**config.mk**
```make
export PLATFORM = sky130hd
export DESIGN_NAME = mult_div_seq
export DESIGN_NICKNAME = d
export VERILOG_FILES = /design/src/rtl/mult_div_seq.sv
export SDC_FILE = /design/constraint.sdc
export NUM_CORES = 1
export LEC_CHECK = 0
export ABC_AREA = 1
export BUFFER_PORTS_ARGS = -buffer_cell sky130_fd_sc_hd__buf_2
export CAP_MARGIN = 20
export CELL_PAD_IN_SITES_DETAIL_PLACEMENT = 0
export CELL_PAD_IN_SITES_GLOBAL_PLACEMENT = 1
export CORE_UTILIZATION = 25
export CTS_CLUSTER_SIZE = 28
export DETAILED_ROUTE_END_ITERATION = 10
export PLACE_DENSITY = 0.64
export SETUP_SLACK_MARGIN = 0.1
export SLEW_MARGIN = 20
export SYNTH_ARGS = -nofsm -noshare
export SYNTH_HDL_FRONTEND = slang
export SYNTH_SLANG_ARGS = --single-unit
export TNS_END_PERCENT = 10
```
**constraint.sdc**
```tcl
create_clock -name clk -period 6 [get_ports clk]
set_input_delay 0.6 -clock clk [delete_from_list [all_inputs] [get_ports clk]]
set_output_delay 0.6 -clock clk [all_outputs]
set_load 0.01 [all_outputs]
```
**src/rtl/mult_div_seq.sv**
```systemverilog
// Iterative MIPS multiply/divide unit owning HI/LO: radix-2 add-shift multiply,
// restoring divide, one bit per cycle, followed by a sign-fix cycle.
module mult_div_seq #(
    parameter int WIDTH = 32
) (
    input  logic             clk,
    input  logic             rst_n,
    input  logic             start,
    input  logic [1:0]       MDOp,
    input  logic [WIDTH-1:0] A,
    input  logic [WIDTH-1:0] B,
    input  logic             mthi,
    input  logic             mtlo,
    output logic [WIDTH-1:0] HI,
    output logic [WIDTH-1:0] LO,
    output logic             busy,
    output logic             done,
    output logic             div_by_zero
);
    localparam int CW = (WIDTH > 1) ? $clog2(WIDTH) : 1;
    localparam logic [CW-1:0] CNT_LAST = CW'(WIDTH - 1);

    typedef enum logic [1:0] {
        S_IDLE,
        S_CALC,
        S_FIX
    } state_t;

    state_t             r_state, w_next;
    logic [CW-1:0]      r_cnt;
    logic [2*WIDTH-1:0] r_acc;
    logic [WIDTH-1:0]   r_opb;
    logic               r_is_div, r_neg_q, r_neg_r;
    logic [WIDTH-1:0]   r_hi, r_lo;
    logic               r_busy, r_done, r_dbz;

    logic               w_signed, w_dbz;
    logic [WIDTH-1:0]   w_abs_a, w_abs_b, w_addend;
    logic [WIDTH:0]     w_mul_sum, w_div_sh, w_div_diff;
    logic               w_div_ok;
    logic [2*WIDTH-1:0] w_mul_next, w_div_next, w_prod_fix;
    logic [WIDTH-1:0]   w_quo_fix, w_rem_fix;

    assign w_signed = ~MDOp[0];
    assign w_dbz    = start & MDOp[1] & (B == '0);
    assign w_abs_a  = (w_signed & A[WIDTH-1]) ? -A : A;
    assign w_abs_b  = (w_signed & B[WIDTH-1]) ? -B : B;

    // Multiply: {partial, multiplier} shifts right; the carry lands in the top bit.
    assign w_addend   = r_acc[0] ? r_opb : '0;
    assign w_mul_sum  = {1'b0, r_acc[2*WIDTH-1:WIDTH]} + {1'b0, w_addend};
    assign w_mul_next = {w_mul_sum, r_acc[WIDTH-1:1]};

    // Divide: {remainder, dividend/quotient} shifts left; quotient bits enter at LSB.
    assign w_div_sh   = {r_acc[2*WIDTH-1:WIDTH], r_acc[WIDTH-1]};
    assign w_div_diff = w_div_sh - {1'b0, r_opb};
    assign w_div_ok   = ~w_div_diff[WIDTH];
    assign w_div_next = {(w_div_ok ? w_div_diff[WIDTH-1:0] : w_div_sh[WIDTH-1:0]),
                         r_acc[WIDTH-2:0], w_div_ok};

    assign w_prod_fix = r_neg_q ? -r_acc : r_acc;
    assign w_quo_fix  = r_neg_q ? -r_acc[WIDTH-1:0] : r_acc[WIDTH-1:0];
    assign w_rem_fix  = r_neg_r ? -r_acc[2*WIDTH-1:WIDTH] : r_acc[2*WIDTH-1:WIDTH];

    always_comb begin
        w_next = r_state;
        case (r_state)
            S_IDLE:  if (start && !w_dbz) w_next = S_CALC;
            S_CALC:  if (r_cnt == '0) w_next = S_FIX;
            S_FIX:   w_next = S_IDLE;
            default: w_next = S_IDLE;
        endcase
    end

    always_ff @(posedge clk or negedge rst_n) begin
        if (!rst_n) begin
            r_state <= S_IDLE;
            r_busy  <= 1'b0;
        end else begin
            r_state <= w_next;
            r_busy  <= (w_next != S_IDLE);
        end
    end

    always_ff @(posedge clk or negedge rst_n) begin
        if (!rst_n) begin
            r_cnt    <= '0;
            r_acc    <= '0;
            r_opb    <= '0;
            r_is_div <= 1'b0;
            r_neg_q  <= 1'b0;
            r_neg_r  <= 1'b0;
            r_hi     <= '0;
            r_lo     <= '0;
            r_done   <= 1'b0;
            r_dbz    <= 1'b0;
        end else begin
            r_done <= 1'b0;
            r_dbz  <= 1'b0;
            case (r_state)
                S_IDLE: begin
                    if (start) begin
                        if (w_dbz) begin
                            r_done <= 1'b1;
                            r_dbz  <= 1'b1;
                        end else begin
                            r_is_div <= MDOp[1];
                            r_opb    <= MDOp[1] ? w_abs_b : w_abs_a;
                            r_acc    <= {{WIDTH{1'b0}}, (MDOp[1] ? w_abs_a : w_abs_b)};
                            r_neg_q  <= w_signed & (A[WIDTH-1] ^ B[WIDTH-1]);
                            r_neg_r  <= w_signed & A[WIDTH-1];
                            r_cnt    <= CNT_LAST;
                        end
                    end else begin
                        if (mthi) r_hi <= A;
                        if (mtlo) r_lo <= A;
                    end
                end
                S_CALC: begin
                    r_acc <= r_is_div ? w_div_next : w_mul_next;
                    r_cnt <= r_cnt - CW'(1);
                end
                S_FIX: begin
                    if (r_is_div) begin
                        r_hi <= w_rem_fix;
                        r_lo <= w_quo_fix;
                    end else begin
                        {r_hi, r_lo} <= w_prod_fix;
                    end
                    r_done <= 1'b1;
                end
                default: ;
            endcase
        end
    end

    assign HI          = r_hi;
    assign LO          = r_lo;
    assign busy        = r_busy;
    assign done        = r_done;
    assign div_by_zero = r_dbz;

endmodule

```
==> results.cfg <==
[routing]
vias_per_cell = 5.014
avgRoutedWirePerCell_um = 20.88
ant_nets = 0
route.vias.total = 20580
dr.pass1.iters = 6
drtIter0Drc = 1987
postRouteWirelength_um = 85720
drc = 0

[finish]
final_cells = 4105
drive_gt1_frac = 0.08120
area_growth_pct = 12.29
utilization = 0.2853
final_cell_mix = nand2_1, inv_1, nor2_1
layout_commonest_cell = nand2_1
final_nets = 3294
diodes = 0
fin_area_sq_um = 20120

[die]
design.core.area_sq_um = 70510
dieArea_sq_um = 72750
ios = 138
die_h_um = 269.7
chipWidth_um = 269.7
initial_utilization = 0.2541
fp-row-count = 97

[sta]
hold_viol = 0
tightest_slew_ns = 1.024
min_period_ns = 3.604
relSlewSlack = 0.3168
period_share = 0.6006
slew_viol_final = 0
rsz0062_at_grt = false
skew_ns = 0.008818
fmax_mhz = 277.5
setup_viol = 0
finalSetupTns_ns = 0
layout_setup_ws_ns = 2.396

[clock_tree]
cts_resized = 0
cts_made_buffers = 17
cts_tree = built
clockRootBuffer = clkbuf_16
clk_pin_slew_ns = 0.08
cts.sinks = 173
clk_latency_ns = 0.51
cts_htree_levels = 4
ctsHoldBuffers = 0
cts_buffer_depth = 2
post-cts-setup-buffers = 0

[critical_path]
end_kind = flip-flop
worst_ep_arrival_time_ns = 4.00
cp.required_ns = 6.40
reg2reg_to = r_acc[59]$_DFFE_PN0P_
cp_max_fo = 32
r2r_slack_ns = 2.40
worstSetupPathType = flip-flop to flip-flop
r2r_cells = 18
crit_path_start = r_acc[0]$_DFFE_PN0P_
reg2reg_from = r_acc[0]$_DFFE_PN0P_
start_kind = flip-flop

[logic_synthesis]
synth_top_area_frac = 0.2416
synth_enable_flop_cells = 0
synth-main-ff-cell = dfrtp_1
yosys_warnings = 0
ys_types = 51
ys_ff_latch = 173
ys_seq_area_frac = 0.2416
async_flop_share = 1.000
syn_avg_cell_area_sq_um = 5.825
syn_area_sq_um = 17920
synth.area.top_cells = dfrtp_1, nand2_1, inv_1
synthCells = 3076
yosysTopAreaCell = dfrtp_1
syn_nets = 3218

[placement]
numPortBuffers = 137
placed_area_sq_um = 19500
place_congestion = 0.9590
preCtsSetupSlack_ns = 2.503
place_inst = 4073
dp_hpwl_um = 69190

[run_status]
status = completed

[grt]
track_usage = 0.2320
grt_overflow = 0
grt_pass1_vias = 19120
antenna_found_initial = 0
grt_pass1_wl_um = 126200
grt_start_max_net_pins = 68

[min_path]
holdCritPathClass = input port to asynchronous set/reset pin

[job]
cap_violations = 0

[power]
ir_drop_uv = 308.3
leakagePower_nw = 10.24
powerDensity_nw_per_um2 = 650.3
final cells by class:
cell class | count | area [sq um]
clock inverters | 15 | 191.4
clock buffers | 17 | 425.4
multi-input cells | 2364 | 11490
well taps | 940 | 1176
repair buffers | 160 | 867.1
fillers | 8143 | 50390
flip-flops and latches | 173 | 4330
inverters | 436 | 1640
routing by layer:
metal | global-route usage | up-vias | wire length, um
li1 | - | 10060 | -
met1 | 0.3308 | 9723 | 40210
met2 | 0.3570 | 697 | 37560
met3 | 0.03019 | 100 | 5278
met4 | 0.07820 | 0 | 2674
met5 | 0 | - | 0
worst max-delay path by stage:
stage | to | cells after the start
after floorplan | r_acc[59]$_DFFE_PN0P_ | 19
after global placement | r_acc[59]$_DFFE_PN0P_ | 18
after detailed placement | r_acc[59]$_DFFE_PN0P_ | 18
after CTS | r_acc[59]$_DFFE_PN0P_ | 18
after global routing | r_acc[59]$_DFFE_PN0P_ | 18
final | r_acc[59]$_DFFE_PN0P_ | 18
registers in the layout, indices dropped and copies added, names as in the netlist:
| name | cells |
|---|---|
| HI | 32 |
| r_opb | 32 |
| r_neg_q | 1 |
| done | 1 |
| r_state | 2 |
| r_neg_r | 1 |
| r_cnt | 5 |
| r_acc | 64 |
| LO | 32 |
| div_by_zero | 1 |
| busy | 1 |
| r_is_div | 1 |
worst max-delay path: stages (launching register included):
cell and delay [ns]:
dfrtp_1 0.41, buf_4 0.37, nand2_1 0.10, inv_1 0.07, ha_1 0.25, inv_1 0.10, fa_1 0.43, o21ai_0 0.60
nand2_1 0.10, nand2_1 0.20, nand2_1 0.07, nand2_1 0.16, nand3_1 0.13, nand3_1 0.09, nand2_1 0.05, nor2_1 0.13
nor2_1 0.08, nand2_1 0.09, nand2_1 0.05
cells in the mapped netlist (2+ instances only):
cell type	number
nand4_1	44
nand2_4	2
nor3_1	36
buf_4	7
o221ai_1	11
clkinv_1	2
nand3_1	301
nand3b_1	10
o21a_1	3
o21bai_1	28
o21ai_1	13
nor2_1	339
a31oi_1	10
ha_1	69
fa_1	2
o211ai_1	46
xor2_1	36
and2_1	6
o22ai_1	14
inv_2	9
xnor2_1	19
a21o_1	4
buf_2	25
nor4_1	8
or2_2	13
nand2_2	11
inv_1	423
buf_1	10
buf_6	4
a21oi_1	158
clkbuf_1	57
nor2_2	13
nand3_4	2
nand2_1	951
dfrtp_1	173
o31ai_1	2
o21ai_0	201
power breakdown:
part / internal [mW] / switching (mW) / leakage (nW)
Sequential: 1.76 / 0.942 / 2.08
Combinational: 2.90 / 6.24 / 7.87
Clock: 0.604 / 0.644 / 0.300
Total: 5.26 / 7.83 / 10.2
logic make-up (layout without fill, tap and decap cells):
kind of cell / after synthesis / after routing / synth area share
xor gates and xnor gates: 55 / 55 / 0.02688
muxes: 1 / 1 / 0.0006284
and+or+nand+nor: 1741 / 1741 / 0.4072
buffers and inverters: 539 / 628 / 0.1180
AOI/OAI and AO/OA: 496 / 496 / 0.1553
DFF: 173 / 173 / 0.2416
adders and majority gates: 71 / 71 / 0.05042
through the flow:
step           power, mW  hold slack, ns
3_5_place_dp       11.68          0.4891
3_3_place_gp       11.72          0.4914
6_report           13.09         0.03396
5_1_grt            14.30         0.06538
2_1_floorplan      8.587          0.3044
4_1_cts            12.97         0.03157
Power figures use the tool's default switching activity.
